[src/rtl/ll_rsv_pkg.sv]
// Shared types and helpers for the LL/SC reservation monitor.
package ll_rsv_pkg;

  localparam int unsigned MaxAddrW = 64;
  localparam int unsigned MaxCh    = 8;

  typedef logic [$clog2(MaxCh)-1:0] ch_idx_t;

  typedef enum logic [2:0] {
    ClrNone,
    ClrFlush,
    ClrSc,
    ClrKill,
    ClrTmo
  } clr_cause_t;

  // Addresses are zero-extended to MaxAddrW by the caller; bits below lsb are ignored.
  function automatic logic gran_match(input logic [MaxAddrW-1:0] a,
                                      input logic [MaxAddrW-1:0] b,
                                      input int unsigned lsb);
    return ((a ^ b) >> lsb) == '0;
  endfunction

endpackage

[src/rtl/ll_rsv_entry.sv]
// One reservation channel: valid bit, reserved address and prioritised clear logic.
// Optional lifetime counter enabled by defining LL_RSV_TIMEOUT_EN.
module ll_rsv_entry
  import ll_rsv_pkg::*;
#(
  parameter int unsigned ADDR_W = 32,
  parameter int unsigned TMO_W  = 8
) (
  input  logic              clk,
  input  logic              rst,
  input  logic              ll_vld,
  input  logic              sc_vld,
  input  logic              flush,
  input  logic              kill,
  input  logic [ADDR_W-1:0] ll_addr,
  output logic              valid,
  output logic [ADDR_W-1:0] rsv_addr
);

  logic              valid_q, valid_d;
  logic [ADDR_W-1:0] addr_q, addr_d;
  logic              take_ll;
  logic              tmo_hit;
  clr_cause_t        clr_cause;

`ifdef LL_RSV_TIMEOUT_EN
  logic [TMO_W-1:0] cnt_q, cnt_d;

  assign tmo_hit = valid_q & (cnt_q == '1);

  always_comb begin
    cnt_d = '0;
    if (valid_d && !take_ll) begin
      cnt_d = cnt_q + 1'b1;
    end
  end

  always_ff @(posedge clk) begin
    if (rst) begin
      cnt_q <= '0;
    end else begin
      cnt_q <= cnt_d;
    end
  end
`else
  assign tmo_hit = 1'b0;
`endif

  // Priority: flush > SC > LL > snoop kill > timeout > hold.
  always_comb begin
    clr_cause = ClrNone;
    take_ll   = 1'b0;
    if (flush) begin
      clr_cause = ClrFlush;
    end else if (sc_vld) begin
      clr_cause = ClrSc;
    end else if (ll_vld) begin
      take_ll = 1'b1;
    end else if (kill) begin
      clr_cause = ClrKill;
    end else if (tmo_hit) begin
      clr_cause = ClrTmo;
    end
    valid_d = take_ll | (valid_q & (clr_cause == ClrNone));
    addr_d  = take_ll ? ll_addr : addr_q;
  end

  always_ff @(posedge clk) begin
    if (rst) begin
      valid_q <= 1'b0;
      addr_q  <= '0;
    end else begin
      valid_q <= valid_d;
      addr_q  <= addr_d;
    end
  end

  assign valid    = valid_q;
  assign rsv_addr = addr_q;

endmodule

[src/rtl/ll_reservation_unit.sv]
// Multi-channel LL/SC reservation monitor: per-channel entries plus snoop-kill and SC arbitration.
// Define LL_RSV_TIMEOUT_EN to bound reservation lifetime with a TMO_W counter.
module ll_reservation_unit
  import ll_rsv_pkg::*;
#(
  parameter int unsigned NUM_CH   = 2,
  parameter int unsigned ADDR_W   = 32,
  parameter int unsigned GRAN_LSB = 2,
  parameter int unsigned TMO_W    = 8
) (
  input  logic                     clk,
  input  logic                     rst,
  input  logic [NUM_CH-1:0]        ll_vld_i,
  input  logic [NUM_CH-1:0]        sc_vld_i,
  input  logic [NUM_CH-1:0]        st_vld_i,
  input  logic [NUM_CH*ADDR_W-1:0] addr_i,
  input  logic [NUM_CH-1:0]        flush_i,
  output logic [NUM_CH-1:0]        sc_ok_o,
  output logic [NUM_CH-1:0]        llbit_o
);

  logic [ADDR_W-1:0] acc_addr [NUM_CH];
  logic [ADDR_W-1:0] rsv_addr [NUM_CH];
  logic [NUM_CH-1:0] valid;
  logic [NUM_CH-1:0] sc_pre, store_kill, sc_cand, lost_arb, sc_ok, kill_now;

  for (genvar c = 0; c < NUM_CH; c++) begin : g_ch
    assign acc_addr[c] = addr_i[c*ADDR_W +: ADDR_W];

    ll_rsv_entry #(
      .ADDR_W (ADDR_W),
      .TMO_W  (TMO_W)
    ) u_entry (
      .clk      (clk),
      .rst      (rst),
      .ll_vld   (ll_vld_i[c]),
      .sc_vld   (sc_vld_i[c]),
      .flush    (flush_i[c]),
      .kill     (kill_now[c]),
      .ll_addr  (acc_addr[c]),
      .valid    (valid[c]),
      .rsv_addr (rsv_addr[c])
    );
  end

  // Colliding SCs are resolved by arbitration rather than by mutual kill, so exactly one wins.
  always_comb begin
    sc_pre     = '0;
    store_kill = '0;
    lost_arb   = '0;
    kill_now   = '0;
    for (int c = 0; c < NUM_CH; c++) begin
      sc_pre[c] = sc_vld_i[c] & valid[c] &
                  gran_match(MaxAddrW'(acc_addr[c]), MaxAddrW'(rsv_addr[c]), GRAN_LSB);
      for (int j = 0; j < NUM_CH; j++) begin
        if (j != c && st_vld_i[j] &&
            gran_match(MaxAddrW'(acc_addr[j]), MaxAddrW'(rsv_addr[c]), GRAN_LSB)) begin
          store_kill[c] = 1'b1;
        end
      end
    end
    sc_cand = sc_pre & ~store_kill;
    for (int c = 0; c < NUM_CH; c++) begin
      for (int j = 0; j < c; j++) begin
        if (sc_cand[j] &&
            gran_match(MaxAddrW'(acc_addr[j]), MaxAddrW'(acc_addr[c]), GRAN_LSB)) begin
          lost_arb[c] = 1'b1;
        end
      end
    end
    sc_ok = sc_cand & ~lost_arb;
    for (int c = 0; c < NUM_CH; c++) begin
      kill_now[c] = store_kill[c];
      for (int j = 0; j < NUM_CH; j++) begin
        if (j != c && sc_ok[j] &&
            gran_match(MaxAddrW'(acc_addr[j]), MaxAddrW'(rsv_addr[c]), GRAN_LSB)) begin
          kill_now[c] = 1'b1;
        end
      end
    end
  end

  assign sc_ok_o = sc_ok;
  assign llbit_o = valid;

endmodule

[config.mk]
export PLATFORM = sky130hd
export DESIGN_NAME = ll_reservation_unit
export DESIGN_NICKNAME = d
export VERILOG_FILES = /design/src/rtl/ll_rsv_pkg.sv /design/src/rtl/ll_rsv_entry.sv /design/src/rtl/ll_reservation_unit.sv
export SDC_FILE = /design/constraint.sdc
export NUM_CORES = 1
export LEC_CHECK = 0
export CAP_MARGIN = 5
export CORE_ASPECT_RATIO = 1.1
export CORE_MARGIN = 2
export CORE_UTILIZATION = 53
export CTS_CLUSTER_DIAMETER = 30
export DETAILED_ROUTE_END_ITERATION = 8
export HOLD_SLACK_MARGIN = 0.02
export PLACE_DENSITY = 0.81
export SLEW_MARGIN = 20
export SYNTH_ARGS = -nofsm -noshare
export SYNTH_HDL_FRONTEND = slang
export SYNTH_SLANG_ARGS = --single-unit
[constraint.sdc]
create_clock -name clk -period 2.7 [get_ports clk]
set_clock_uncertainty 0.05 [all_clocks]
set_input_delay 0.54 -clock clk [delete_from_list [all_inputs] [get_ports clk]]
set_output_delay 0.54 -clock clk [all_outputs]
set_load 0.03 [all_outputs]
Yosys cells after proc, flatten, opt, wreduce, memory -nomap -nowiden
Cells that the tools add are included.
{"block": "op_classes", "addsub": 0, "mul": 0, "n_div": 0, "magnitude_cmp": 0, "n_eq_ne": 0, "shift": 0, "muxes": 19, "n_bitwise": 17, "reduce_logical": 12}
{"cell": "$logic_not 64->1", "count": 5}
{"cell": "$xor 32x32->32", "count": 5}
{"cell": "$mux 3", "count": 6}
{"cell": "$mux 1", "count": 11}
{"cell": "$and 1x1->1", "count": 6}
{"cell": "$logic_not 3->1", "count": 2}
{"cell": "$logic_and 1x1->1", "count": 5}
{"cell": "$and 2x2->2", "count": 2}
{"cell": "$mux 2", "count": 2}
{"cell": "$not 2->2", "count": 2}
{"cell": "$or 1x1->1", "count": 2}
{"block": "word_totals", "ff_bits": 66, "latch_bits": 0, "ram_bits": 0, "mem_bits_ro": 0, "input_bits": 74, "output_inout_bits": 4, "wordCells": 52, "memories": 0}

Depth between registers and ports, before layout
{"block": "logic_depth", "depth_word": 19, "ltp_mapped": 7, "ltp_nobuf": 6}

Hierarchy
From an unflattened synthesis, not the netlist that was laid out.
{"block": "unflattened", "hier_cells": 504, "area_unflattened_um2": 4734.5}
{"module": "ll_rsv_entry", "instances": 2, "cells_each": 144, "area_each_um2": 1511.4, "seq_area_each_um2": 660.6}
{"module": "ll_reservation_unit", "instances": 1, "cells_each": 216, "area_each_um2": 1711.6, "seq_area_each_um2": 0.0}

Least setup slack after synthesis
OpenSTA, ideal clock, no wires.
{"block": "synth_path", "kind": "input to output", "from": "in addr_i[56]", "to": "out sc_ok_o[1]", "t_arrival_ns": 2.636, "required_ns": 2.110, "slack_ns": -0.526, "path_stages": 6, "n_path_buf": 1, "cell_sequence": "clkbuf_1 -> xnor2_1 -> nand4_1 -> or4_1 -> o211a_1 -> a211oi_1"}
{"block": "synth_between", "elab_chain_cells": 10, "elab_cells_between_ends": 15, "cone_classes": "2 x mux; 8 x bitwise; 5 x reduce/logical"}
{"item": "from (decl)", "line_no": "ll_reservation_unit.sv:16", "text": "input logic [NUM_CH*ADDR_W-1:0] addr_i,"}
{"item": "$xor 32x32->32", "line_no": "ll_rsv_pkg.sv:21", "text": "return ((a ^ b) >> lsb) == '0;"}
{"item": "$logic_not 64->1", "line_no": "ll_rsv_pkg.sv:21"}
{"item": "$logic_and 1x1->1", "line_no": "ll_reservation_unit.sv:56", "text": "if (j != c && st_vld_i[j] &&"}
{"item": "$mux 1", "line_no": "ll_reservation_unit.sv:56"}
{"item": "$not 2->2", "line_no": "ll_reservation_unit.sv:62", "text": "sc_cand = sc_pre & ~store_kill;"}
{"item": "$and 2x2->2", "line_no": "ll_reservation_unit.sv:62"}
{"item": "$logic_and 1x1->1", "line_no": "ll_reservation_unit.sv:65", "text": "if (sc_cand[j] &&"}
{"item": "$mux 1", "line_no": "ll_reservation_unit.sv:65"}
{"item": "$not 2->2", "line_no": "ll_reservation_unit.sv:71", "text": "sc_ok = sc_cand & ~lost_arb;"}
{"item": "$and 2x2->2 (*)", "line_no": "ll_reservation_unit.sv:71"}
{"item": "to (decl)", "line_no": "ll_reservation_unit.sv:18", "text": "output logic [NUM_CH-1:0] sc_ok_o,"}
Mark *: on every way between the ends. The rest lies on a longest branch, timed or not.

Worst setup path after layout
{"block": "layout_path", "from": "in addr_i[25]", "to": "out sc_ok_o[0]"}
{"block": "layout_between", "elab_chain_cells": 5}
{"item": "$xor 32x32->32"}
{"item": "$logic_not 64->1"}
{"item": "$and 1x1->1", "line_no": "ll_reservation_unit.sv:53", "text": "sc_pre[c] = sc_vld_i[c] & valid[c] &"}
{"item": "$and 2x2->2", "line_no": "ll_reservation_unit.sv:62"}
{"item": "$and 2x2->2", "line_no": "ll_reservation_unit.sv:71"}
No other way between the ends.

==> flow_metrics.tcl <==
set metrics [dict create \
    drive_gt1_share_pct 36.9 \
    violations "negative setup slack" \
    path_clk_slew_ns 0.08 \
    die_area_mm2 0.00853 \
    p_per_area_mw_per_mm2 414 \
    synth_seq_cells 62 \
    finalInstanceArea_mm2 0.00670 \
    maxCapViolations 0 \
    syn_area_per_cell_um2 7.82 \
    htree_levels 3 \
    clock_latency_ns 0.36 \
    rsz0062_at_grt "yes" \
    seq_area_frac_synth_pct 30.0 \
    routed_via_density 6.29 \
    antennaDiodeCount 0 \
    start_util_pct 55.1 \
    fmax_ghz 0.339 \
    ant_nets 0 \
    port_buffers 73 \
    antenna_found_initial 0 \
    worstMarginPinSlew_ns 0.494 \
    ios 78 \
    yosysUniqueCellTypes 30 \
    fin_crit_sh_pct 109 \
    row_count 33 \
    worstSetupStartpointType "input pin" \
    leakagePower_nw 2.63 \
    critPathArrivalTime_ns 2.36 \
    grt_pass1_vias 5433 \
    synthFlopType "dfxtp_1" \
    drt-pass1-iter-count 6 \
    routed_wl_um 20500 \
    areaGrowthSynthToFinish_pct 61.9 \
    hold_violations 0 \
    grt_max_degree 31 \
    dp.cells 809 \
    grt_pass1_wl_um 30200 \
    synth_nets 603 \
    critical_path_class "in -> out" \
    critPathMaxFanout 5 \
    regArea_mm2 0.00126 \
    place.gp.congestion 1.01 \
    cts_buffers 9 \
    async_reset_ff_share_pct 0 \
    syn_inst 529 \
    grt_usage_pct 47.7 \
    synth.cell_area_mm2 0.00414 \
    fin_ws_ns -0.248 \
    dr.first_iter.drc_count 662 \
    drc 0 \
    hp-class "reg -> reg" \
    cts_root_buffer "clkbuf_8" \
    r2r_setup_slack_ns 0.01 \
    setup_viol 2 \
    die_w_um 88.2 \
    mostFrequentLayoutCell "buf_4" \
    nFillCells 361 \
    cts_hold_buf 0 \
    layout.nets 812 \
    routed-via-count 5336 \
    layout_min_cycle_time_ns 2.95 \
    outcome "finished, violations left" \
    synth_edf_count 0 \
    cts.sinks 62 \
    gr-total-overflow 0 \
    cts_tree "built" \
    final_cell_mix "139 x buf_4, 132 x nand2_1, 66 x xnor2_1" \
    vdd_drop_max_uv 318 \
    fin_cells 848 \
    place_hpwl_um 13400 \
    ys_warn_count 0 \
    cp.required_ns 2.11 \
    wl_per_cell_um 24.1 \
    die_h_um 96.7 \
    slew-limit-headroom_pct 66.8 \
    multi_input_area_mm2 0.00329 \
    core_mm2 0.00751 \
    maxSlewViolCount 0 \
    cts_max_path_buffers 2 \
    cp-end-kind "output pin" \
    placed_cell_area_mm2 0.00586 \
]
-- sequential cells by signal, indices dropped and copies added (netlist names) --
signal / flops
g_ch.u_entry.valid: 2
g_ch.u_entry.rsv_addr: 60
-- power breakdown --
group	total, mW	switching, mW	internal [mW]
sequential	0.990	0.0453	0.945
combinational	0.838	0.434	0.404
clock	0.943	0.425	0.519
total	2.77	0.903	1.87
-- repair_timing --
item / CTS / global route
resized for setup: 219 / 12
cloned: 0 / 0
pin swaps: 49 / 7
setup buffers: 22 / 3
endpoints found under the setup margin: 3 / 2
-- worst max-delay path: stages --
cell             delay, ns
clkdlybuf4s15_1       0.27
buf_4                 0.19
xnor2_1               0.24
nand4b_1              0.20
nor4_4                0.36
o211a_4               0.24
buf_4                 0.12
buf_6                 0.09
buf_6                 0.12
-- path summary, 6_finish.rpt --
kind / start / to / depth (start not counted)
worst max-delay path: addr_i[25] / sc_ok_o[0] / 9
worst min-delay path: g_ch[0].u_entry.rsv_addr[20] / g_ch[0].u_entry.rsv_addr[20] / 2
worst max register to register: g_ch[0].u_entry.rsv_addr[24] / g_ch[0].u_entry.valid / 14
worst min register to register: g_ch[0].u_entry.rsv_addr[20] / g_ch[0].u_entry.rsv_addr[20] / 2
-- stage by stage --
step,hold slack (ns),total power [mW],TNS (ns),worst slack [ns],util [%]
4_1_cts,0.444,2.69,-0.300,-0.155,87.9
3_3_place_gp,0.408,1.69,-1.67,-0.623,78.0
6_report,0.437,2.77,-0.492,-0.248,89.1
5_1_grt,0.464,2.82,-0.620,-0.341,89.1
3_5_place_dp,0.422,1.71,-1.71,-0.625,78.0
2_1_floorplan,0.392,1.27,0,0.00282,-
-- layer usage --
| metal | vias up | wire length [um] | share of wire (%) | GRT usage (%) |
|---|---|---|---|---|
| met4 | 0 | 2000 | 9.8 | 31.6 |
| met2 | 458 | 9260 | 45 | 76.3 |
| met5 | - | 0 | 0 | 3.90 |
| li1 | 2229 | - | - | - |
| met3 | 181 | 2150 | 11 | 14.8 |
| met1 | 2468 | 7050 | 34 | 52.9 |
-- kinds of logic (layout without fill, tap and decap cells) --
group,count (synthesis),in the layout,share of synthesized area [%]
simple gates,223,223,26.4
flops,62,62,30.0
buf+inv,24,238,2.54
xor+xnor,152,152,32.2
compound gates,68,68,8.86
-- area by class of cell --
type,instances,share of cell area (%)
repair buffers,222,26.8
clock buffers,10,1.91
well taps,105,1.96
flip-flops and latches,62,18.8
clock inverters,6,1.29
multi-input cells,443,49.2
-- cell usage after synthesis (2+ instances only) --
cell / number / area share [%]
nand4b_1: 4 / 0.85
nand3_1: 4 / 0.48
xnor2_1: 105 / 22
clkbuf_1: 21 / 1.9
and2_1: 3 / 0.45
o21ai_1: 2 / 0.24
a21oi_1: 60 / 7.3
a211oi_1: 2 / 0.36
nor2_1: 3 / 0.27
xor2_1: 47 / 9.9
nor3_1: 4 / 0.48
nand2_1: 133 / 12
o211a_1: 2 / 0.48
nand4_1: 35 / 5.3
nor4_1: 21 / 3.2
buf_4: 2 / 0.36
dfxtp_1: 62 / 30
or4_1: 7 / 1.3
Power figures use the tool's default switching activity.
